`config.mk`:
```
export PLATFORM = sky130hd
export DESIGN_NAME = multi_ticker
export DESIGN_NICKNAME = d
export VERILOG_FILES = /design/src/rtl/multi_ticker.sv
export SDC_FILE = /design/constraint.sdc
export NUM_CORES = 1
export LEC_CHECK = 0
export BUFFER_PORTS_ARGS = -buffer_cell sky130_fd_sc_hd__buf_2
export CAP_MARGIN = 15
export CORE_AREA = 5 5 153 155
export DETAILED_ROUTE_END_ITERATION = 8
export DIE_AREA = 0 0 158 160
export PLACE_DENSITY = 0.82
export SLEW_MARGIN = 20
export SYNTH_ARGS = -nofsm -noshare
export SYNTH_HDL_FRONTEND = slang
export SYNTH_SLANG_ARGS = --single-unit
```
`constraint.sdc`:
```
create_clock -name clk -period 10 [get_ports clk]
set_input_delay 2 -clock clk [delete_from_list [all_inputs] [get_ports clk]]
set_output_delay 2 -clock clk [all_outputs]
set_load 0.02 [all_outputs]
```
`src/rtl/multi_ticker.sv`:
```
// rtl/multi_ticker.sv - multi-channel programmable interval ticker (one-shot/repeat, sticky irq/ovf)
// Optional prescaler enabled by defining MULTI_TICKER_PRESCALE_EN.
module multi_ticker #(
    parameter int CHANNELS = 4,
    parameter int WIDTH    = 24,
    parameter int PRESC_W  = 8
) (
    input  logic                      clk,
    input  logic                      rst,
    input  logic [CHANNELS-1:0]       start,
    input  logic [CHANNELS-1:0]       clear,
    input  logic [CHANNELS-1:0]       repeatable,
    input  logic [CHANNELS*WIDTH-1:0] threshold,
`ifdef MULTI_TICKER_PRESCALE_EN
    input  logic [PRESC_W-1:0]        presc,
`endif
    output logic [CHANNELS-1:0]       busy,
    output logic [CHANNELS-1:0]       irq,
    output logic [CHANNELS-1:0]       ovf,
    output logic                      irq_any
);

    typedef enum logic [1:0] {
        S_IDLE = 2'd0,
        S_RUN  = 2'd1,
        S_DONE = 2'd2
    } state_t;

    state_t               state_q [CHANNELS];
    state_t               state_d [CHANNELS];
    logic [WIDTH-1:0]     cnt_q   [CHANNELS];
    logic [WIDTH-1:0]     cnt_d   [CHANNELS];
    logic [WIDTH-1:0]     thr_q   [CHANNELS];
    logic [WIDTH-1:0]     thr_d   [CHANNELS];
    logic [CHANNELS-1:0]  rep_q, rep_d;
    logic [CHANNELS-1:0]  irq_q, irq_d;
    logic [CHANNELS-1:0]  ovf_q, ovf_d;
    logic                 irq_any_q, irq_any_d;
    logic                 tick;

`ifdef MULTI_TICKER_PRESCALE_EN
    logic [PRESC_W-1:0] pcnt_q, pcnt_d;

    // >= rather than == so that lowering presc below the running count wraps at once
    always_comb begin
        tick   = (pcnt_q >= presc);
        pcnt_d = tick ? '0 : pcnt_q + PRESC_W'(1);
    end

    always_ff @(posedge clk or posedge rst) begin
        if (rst) begin
            pcnt_q <= '0;
        end else begin
            pcnt_q <= pcnt_d;
        end
    end
`else
    assign tick = 1'b1;
`endif

    always_ff @(posedge clk or posedge rst) begin
        if (rst) begin
            for (int i = 0; i < CHANNELS; i++) begin
                state_q[i] <= S_IDLE;
                cnt_q[i]   <= '0;
                thr_q[i]   <= '0;
            end
            rep_q     <= '0;
            irq_q     <= '0;
            ovf_q     <= '0;
            irq_any_q <= 1'b0;
        end else begin
            for (int i = 0; i < CHANNELS; i++) begin
                state_q[i] <= state_d[i];
                cnt_q[i]   <= cnt_d[i];
                thr_q[i]   <= thr_d[i];
            end
            rep_q     <= rep_d;
            irq_q     <= irq_d;
            ovf_q     <= ovf_d;
            irq_any_q <= irq_any_d;
        end
    end

    // Per-channel priority: clear > start > expiry > count
    always_comb begin
        state_d   = state_q;
        cnt_d     = cnt_q;
        thr_d     = thr_q;
        rep_d     = rep_q;
        irq_d     = irq_q;
        ovf_d     = ovf_q;
        irq_any_d = |irq_q;
        for (int i = 0; i < CHANNELS; i++) begin
            if (clear[i]) begin
                state_d[i] = S_IDLE;
                cnt_d[i]   = '0;
                irq_d[i]   = 1'b0;
                ovf_d[i]   = 1'b0;
            end else if (start[i] && (threshold[i*WIDTH +: WIDTH] != '0)) begin
                state_d[i] = S_RUN;
                cnt_d[i]   = '0;
                thr_d[i]   = threshold[i*WIDTH +: WIDTH];
                rep_d[i]   = repeatable[i];
            end else if ((state_q[i] == S_RUN) && tick) begin
                if (cnt_q[i] == thr_q[i] - WIDTH'(1)) begin
                    irq_d[i] = 1'b1;
                    ovf_d[i] = ovf_q[i] | irq_q[i];
                    cnt_d[i] = '0;
                    if (!rep_q[i]) begin
                        state_d[i] = S_DONE;
                    end
                end else begin
                    cnt_d[i] = cnt_q[i] + WIDTH'(1);
                end
            end
        end
    end

    always_comb begin
        busy = '0;
        for (int i = 0; i < CHANNELS; i++) begin
            busy[i] = (state_q[i] == S_RUN);
        end
        irq     = irq_q;
        ovf     = ovf_q;
        irq_any = irq_any_q;
    end

endmodule

```
== Yosys cells after proc, flatten, opt, wreduce, memory -nomap -nowiden ==
Cells that the tools add are included.
W data, S select, Z words.

* Eq/ne operators: 16
* Multiplexer cells: 68
* Add/sub/neg operators: 8
* Bitwise gates (word level): 8
* Reductions and logical operators: 37

{| class="wikitable"
|+ Operators with widths
! kind !! number
|-
| $mux W24 || 16
|-
| $add A24 B1 Y24 const B || 4
|-
| $eq A24 B24 Y1 || 4
|-
| $reduce_bool A24 Y1 || 4
|-
| $sub A24 B1 Y24 const B || 4
|-
| $mux W2 || 20
|-
| $mux W1 || 32
|-
| $reduce_and A3 Y1 || 8
|-
| $reduce_bool A3 Y1 || 8
|-
| $reduce_bool A2 Y1 || 8
|-
| $ne A3 B2 Y1 const B || 4
|-
| $eq A2 B1 Y1 const B || 4
|-
| $ne A2 B2 Y1 const B || 4
|-
| $reduce_and A2 Y1 || 4
|-
| $logic_and A1 B1 Y1 || 4
|-
| $not A1 Y1 || 4
|-
| $or A1 B1 Y1 || 4
|-
| $reduce_or A4 Y1 || 1
|}

* Register bits: 213
* Output and inout port bits: 13
* Bits of input ports: 110
* Logic and storage cells: 162

== Depth between registers and ports, before layout ==
* Word-level depth: 6
* Gate-level depth with buffers: 13
* Depth with buffers taken out: 10

== Worst setup path after synthesis ==
Ideal clock, no wire load.

* Kind: input to register
* Start: input threshold[47]
* End: register rep_q[1]
* Cell stages on the path: 7
* Arrival: 3.796 ns
* Required time: 9.875 ns
* Path buffers: 2
* Library setup time: 0.125 ns
* Slack: 6.080 ns
* Path through: nor4_1 nand4_1 o21ai_0 or2_2 clkbuf_1 buf_1 mux2_2

* Cells in the longest elaborated chain, start to end: 3

{| class="wikitable"
|+ Ends and longest elaborated chain
! element !! line !! RTL
|-
| start: declaration || 13 || <nowiki>input logic [CHANNELS*WIDTH-1:0] threshold,</nowiki>
|-
| $reduce_bool A24 Y1 || 100 || <nowiki>end else if (start[i] && (threshold[i*WIDTH +: WIDTH] != '0)) begin</nowiki>
|-
| $logic_and A1 B1 Y1 || 100 ||
|-
| $reduce_and A2 Y1 (no source line) || - ||
|-
| end signal: assignment || 78 || <nowiki>rep_q <= rep_d;</nowiki>
|-
| end: declaration || 35 || <nowiki>logic [CHANNELS-1:0] rep_q, rep_d;</nowiki>
|}

No other way between the ends.
A chain may end at the register's enable or synchronous reset.

== Worst setup path in the final report ==
* Start: input threshold[32]
* End: register cnt_q[59] (netlist bit)

* Cells in the longest elaborated chain, start to end: 4
* Elaborated cells on any way between the ends: 5
* Those cells by class: 2 x mux; 3 x reduce/logical

{| class="wikitable"
|+ Ends and longest elaborated chain
! element !! line !! RTL
|-
| $reduce_bool A24 Y1 (*) || 100 ||
|-
| $logic_and A1 B1 Y1 (*) || 100 ||
|-
| $mux W24 || 100 ||
|-
| $mux W24 || 95 || <nowiki>if (clear[i]) begin</nowiki>
|-
| end signal: indexed assignment || 75 || <nowiki>cnt_q[i] <= cnt_d[i];</nowiki>
|-
| end: declaration || 31 || <nowiki>logic [WIDTH-1:0] cnt_q [CHANNELS];</nowiki>
|}

Every way passes the cells marked *; elsewhere a longest branch is shown, timed or not.

==> results_dict.tcl <==
set metrics [dict create \
    status "finished, final reports clean" \
    netlist_instances 1386 \
    synth_seq_cells 213 \
    die_y_um 160 \
    slowest_stage "o211ai_1" \
    synth-async-reset-ratio 1.00 \
    grt_pass1_vias 10600 \
    crit_fanout 30 \
    start_util 0.607 \
    synth_edf_count 0 \
    die_x_um 158 \
    first_pass_iters 5 \
    r2r_end "cnt_q[93]" \
    netlist_area_um2 13200 \
    irDropWorstVdd_uv 165 \
    max_stage_delay_ns 0.78 \
    io-pin-count 123 \
    drt-vias-per-instance 6.05 \
    critPathTopFamily "simple AND/OR/NAND/NOR gates" \
    clock_path_buffers 3 \
    cts_hold_buffers 0 \
    rr_startpoint "thr_q[74]" \
    cts.repair.resized 0 \
    startpoint "threshold[32]" \
    rsz0062_at_grt "false" \
    tightestPinTransition_ns 0.926 \
    antenna_found_initial 0 \
    slew_headroom 0.382 \
    final_antenna_net_count 0 \
    fin_crit_sh 0.454 \
    cap_violations 0 \
    fin_ws_ns 5.46 \
    vias 10800 \
    grt_max_degree 143 \
    yosysWarningCount 0 \
    place_ws_ns 4.65 \
    rrSetupSlack_ns 5.88 \
    path_buf_inv 1 \
    crit_cells 9 \
    n_antenna_cell 0 \
    drtIter0Drc 818 \
    layout.nets 1603 \
    post-route-drc-count 0 \
    critPathArrivalTime_ns 4.95 \
    required_ns 10.41 \
    clk_latency_ns 0.51 \
    clkSinkCount 213 \
    core-area_um2 21700 \
    cp-end-kind "register" \
    path_clk_slew_ns 0.06 \
    finalSetupViolCount 0 \
    h-tree-depth 1 \
    drive_gt1_frac 0.210 \
    worst-setup-path-type "in -> reg" \
    wl_per_cell_um 17.3 \
    hold_path.class "reg -> reg" \
    wl_mm 30.9 \
    hold_violations 0 \
    pwr_density_cell_nw_per_um2 154 \
    max_freq_mhz 220 \
    postCtsSetupBuffers 0 \
    dp_hpwl_mm 22.1 \
    grt_pass1_wl_mm 52.7 \
    fin_crit_ns 4.54 \
    skew_ns 0.00701 \
    grt-ovfl-total 0 \
    synth.distinct_cells 85 \
    syn-num-nets 1504 \
    cts_root_buf "clkbuf_16" \
    crit_chain "buf_2 > nor4_1 > nand2_1 > o21ai_0 > nand2b_2 > o211ai_1 > nor2_1 > xnor2_1 > nor3_1" \
    die_area_um2 25300 \
    power_leakage_nw 5.74 \
    setup_tns_ns 0 \
    io_buffer_count 122 \
    reg2reg_depth 8 \
    cts-buffers-inserted 25 \
    place_congestion 0.903 \
    start_kind "input pin" \
    cts_tree "done" \
    fillerInstances 1649 \
    synth_ff_type "dfrtp_1" \
    track_usage 0.246 \
    synth_area_per_cell_um2 9.50 \
    yosysSeqAreaShare 0.405 \
    finalMaxSlewViolations 0 \
    area_growth_pct 12.1 \
    crit_end "cnt_q[59]" \
    rows 54 \
]
how the worst min path moves through the flow:
| stage | slack [ns] | cells after the start | from | to |
|---|---|---|---|---|
| 2_1_floorplan | 0.46 | 1 | rep_q[0] | state_q[7] |
| 3_3_place_gp | 0.47 | 2 | ovf[1] | ovf[1] |
| 3_5_place_dp | 0.48 | 2 | ovf[1] | ovf[1] |
| 4_1_cts | 0.50 | 2 | ovf[1] | ovf[1] |
| 5_1_grt | 0.51 | 2 | ovf[1] | ovf[1] |
| 6_report | 0.50 | 2 | ovf[1] | ovf[1] |
cells in the final DEF, fill, tap and decap left out, types with 19 or more instances in the layout:
master	Yosys	final
nand2_1	99	99
o21ai_0	26	26
nand4_1	37	37
nor2_1	104	104
mux2_2	102	102
nor4_1	51	51
xnor2_1	134	134
clkbuf_16	0	25
or3_1	21	21
inv_1	42	41
nor3_1	99	98
a21oi_1	30	30
nand3_1	55	55
buf_2	2	122
a31oi_1	19	19
dfrtp_1	213	213
xor2_1	50	50
layer usage:
layer / part of all wire / routed length (um) / global-route usage / up-vias
met5: 0 / 0 / 0 / -
met4: 0.023 / 698 / 0.0554 / 0
met3: 0.046 / 1410 / 0.0327 / 43
met2: 0.49 / 15000 / 0.406 / 248
met1: 0.45 / 13800 / 0.347 / 5286
li1: - / - / - / 5192
per-stage QoR:
stage / power [W] / cells / hold slack [ns] / util / area [um^2]
2_1_floorplan: 0.00128 / 1386 / 0.455 / - / 13200
3_3_place_gp: 0.00136 / 1738 / 0.471 / 0.642 / 13900
3_5_place_dp: 0.00137 / 1738 / 0.484 / 0.642 / 13900
4_1_cts: 0.00228 / 1780 / 0.496 / 0.680 / 14700
5_1_grt: 0.00237 / 1780 / 0.513 / 0.681 / 14800
6_report: 0.00227 / 1780 / 0.497 / 0.681 / 14800
cell families after synthesis:
family                   Yosys count  share of synthesized area
buffers and inverters            100                     0.0328
adder cells (fa/ha/maj)            8                    0.00760
AND/OR/NAND/NOR                  619                      0.258
XOR/XNOR                         184                      0.122
AO/OA/AOI/OAI                    146                     0.0765
multiplexers                     116                     0.0979
flip-flops                       213                      0.405
cell usage after synthesis (5+ instances only):
library cell    n  area share
clkbuf_1       39       0.011
mux2_2        102       0.087
or3_1          21       0.010
nand3_1        55       0.021
a211oi_1        8      0.0046
a21oi_1        30       0.011
o21ai_0        26      0.0099
ha_1            8      0.0076
xnor2_1       134       0.089
nand4_1        37       0.018
nand4b_1        6      0.0040
nand3b_1       15      0.0086
dfrtp_1       213        0.40
o31ai_1         8      0.0046
nor4_1         51       0.024
inv_1          42       0.012
nand2b_1       17      0.0081
o211ai_1        6      0.0034
and2_1         17      0.0081
nor2b_1        15      0.0071
mux2i_1        14       0.011
nor3b_1         6      0.0034
xor2_1         50       0.033
nor2_2         11      0.0052
nor3_1         99       0.038
or2_2           7      0.0033
and3_1         13      0.0062
or4_1          11      0.0063
buf_1           9      0.0026
and4_1          5      0.0033
a31oi_1        19      0.0090
nand2_1        99       0.028
nor2_1        104       0.030
area by class of cell:
cell class	instances	area, um^2	share of cell area
multi-input combinational	1073	7420	0.503
timing repair buffer	129	663	0.0449
tap	280	350	0.0237
inverter	43	174	0.0118
clock inverter	5	52.6	0.00356
sequential	213	5330	0.361
clock buffer	37	771	0.0522
report_power, final:
part | switching (W) | leakage (nW) | internal [W]
combinational | 0.000168 | 2.58 | 0.000170
sequential | 0.000101 | 2.75 | 0.000924
clock | 0.000351 | 0.408 | 0.000552
total | 0.000621 | 5.74 | 0.00165
flip-flops by register name, indices dropped and copies added, names as in the netlist:
register / cells
irq: 4
state_q: 8
cnt_q: 96
thr_q: 96
irq_any: 1
ovf: 4
rep_q: 4
worst reg2reg max path, stage by stage, from the launching register on:
cell and delay [ns]:
dfrtp_1 0.46, nor4_4 0.53, nand3_1 0.24, or3b_1 0.44
a211o_1 0.30, a2111oi_0 0.53, nand4_1 0.47, nor2_2 0.86
nor4_1 0.15
(Power assumes the default switching activity.)
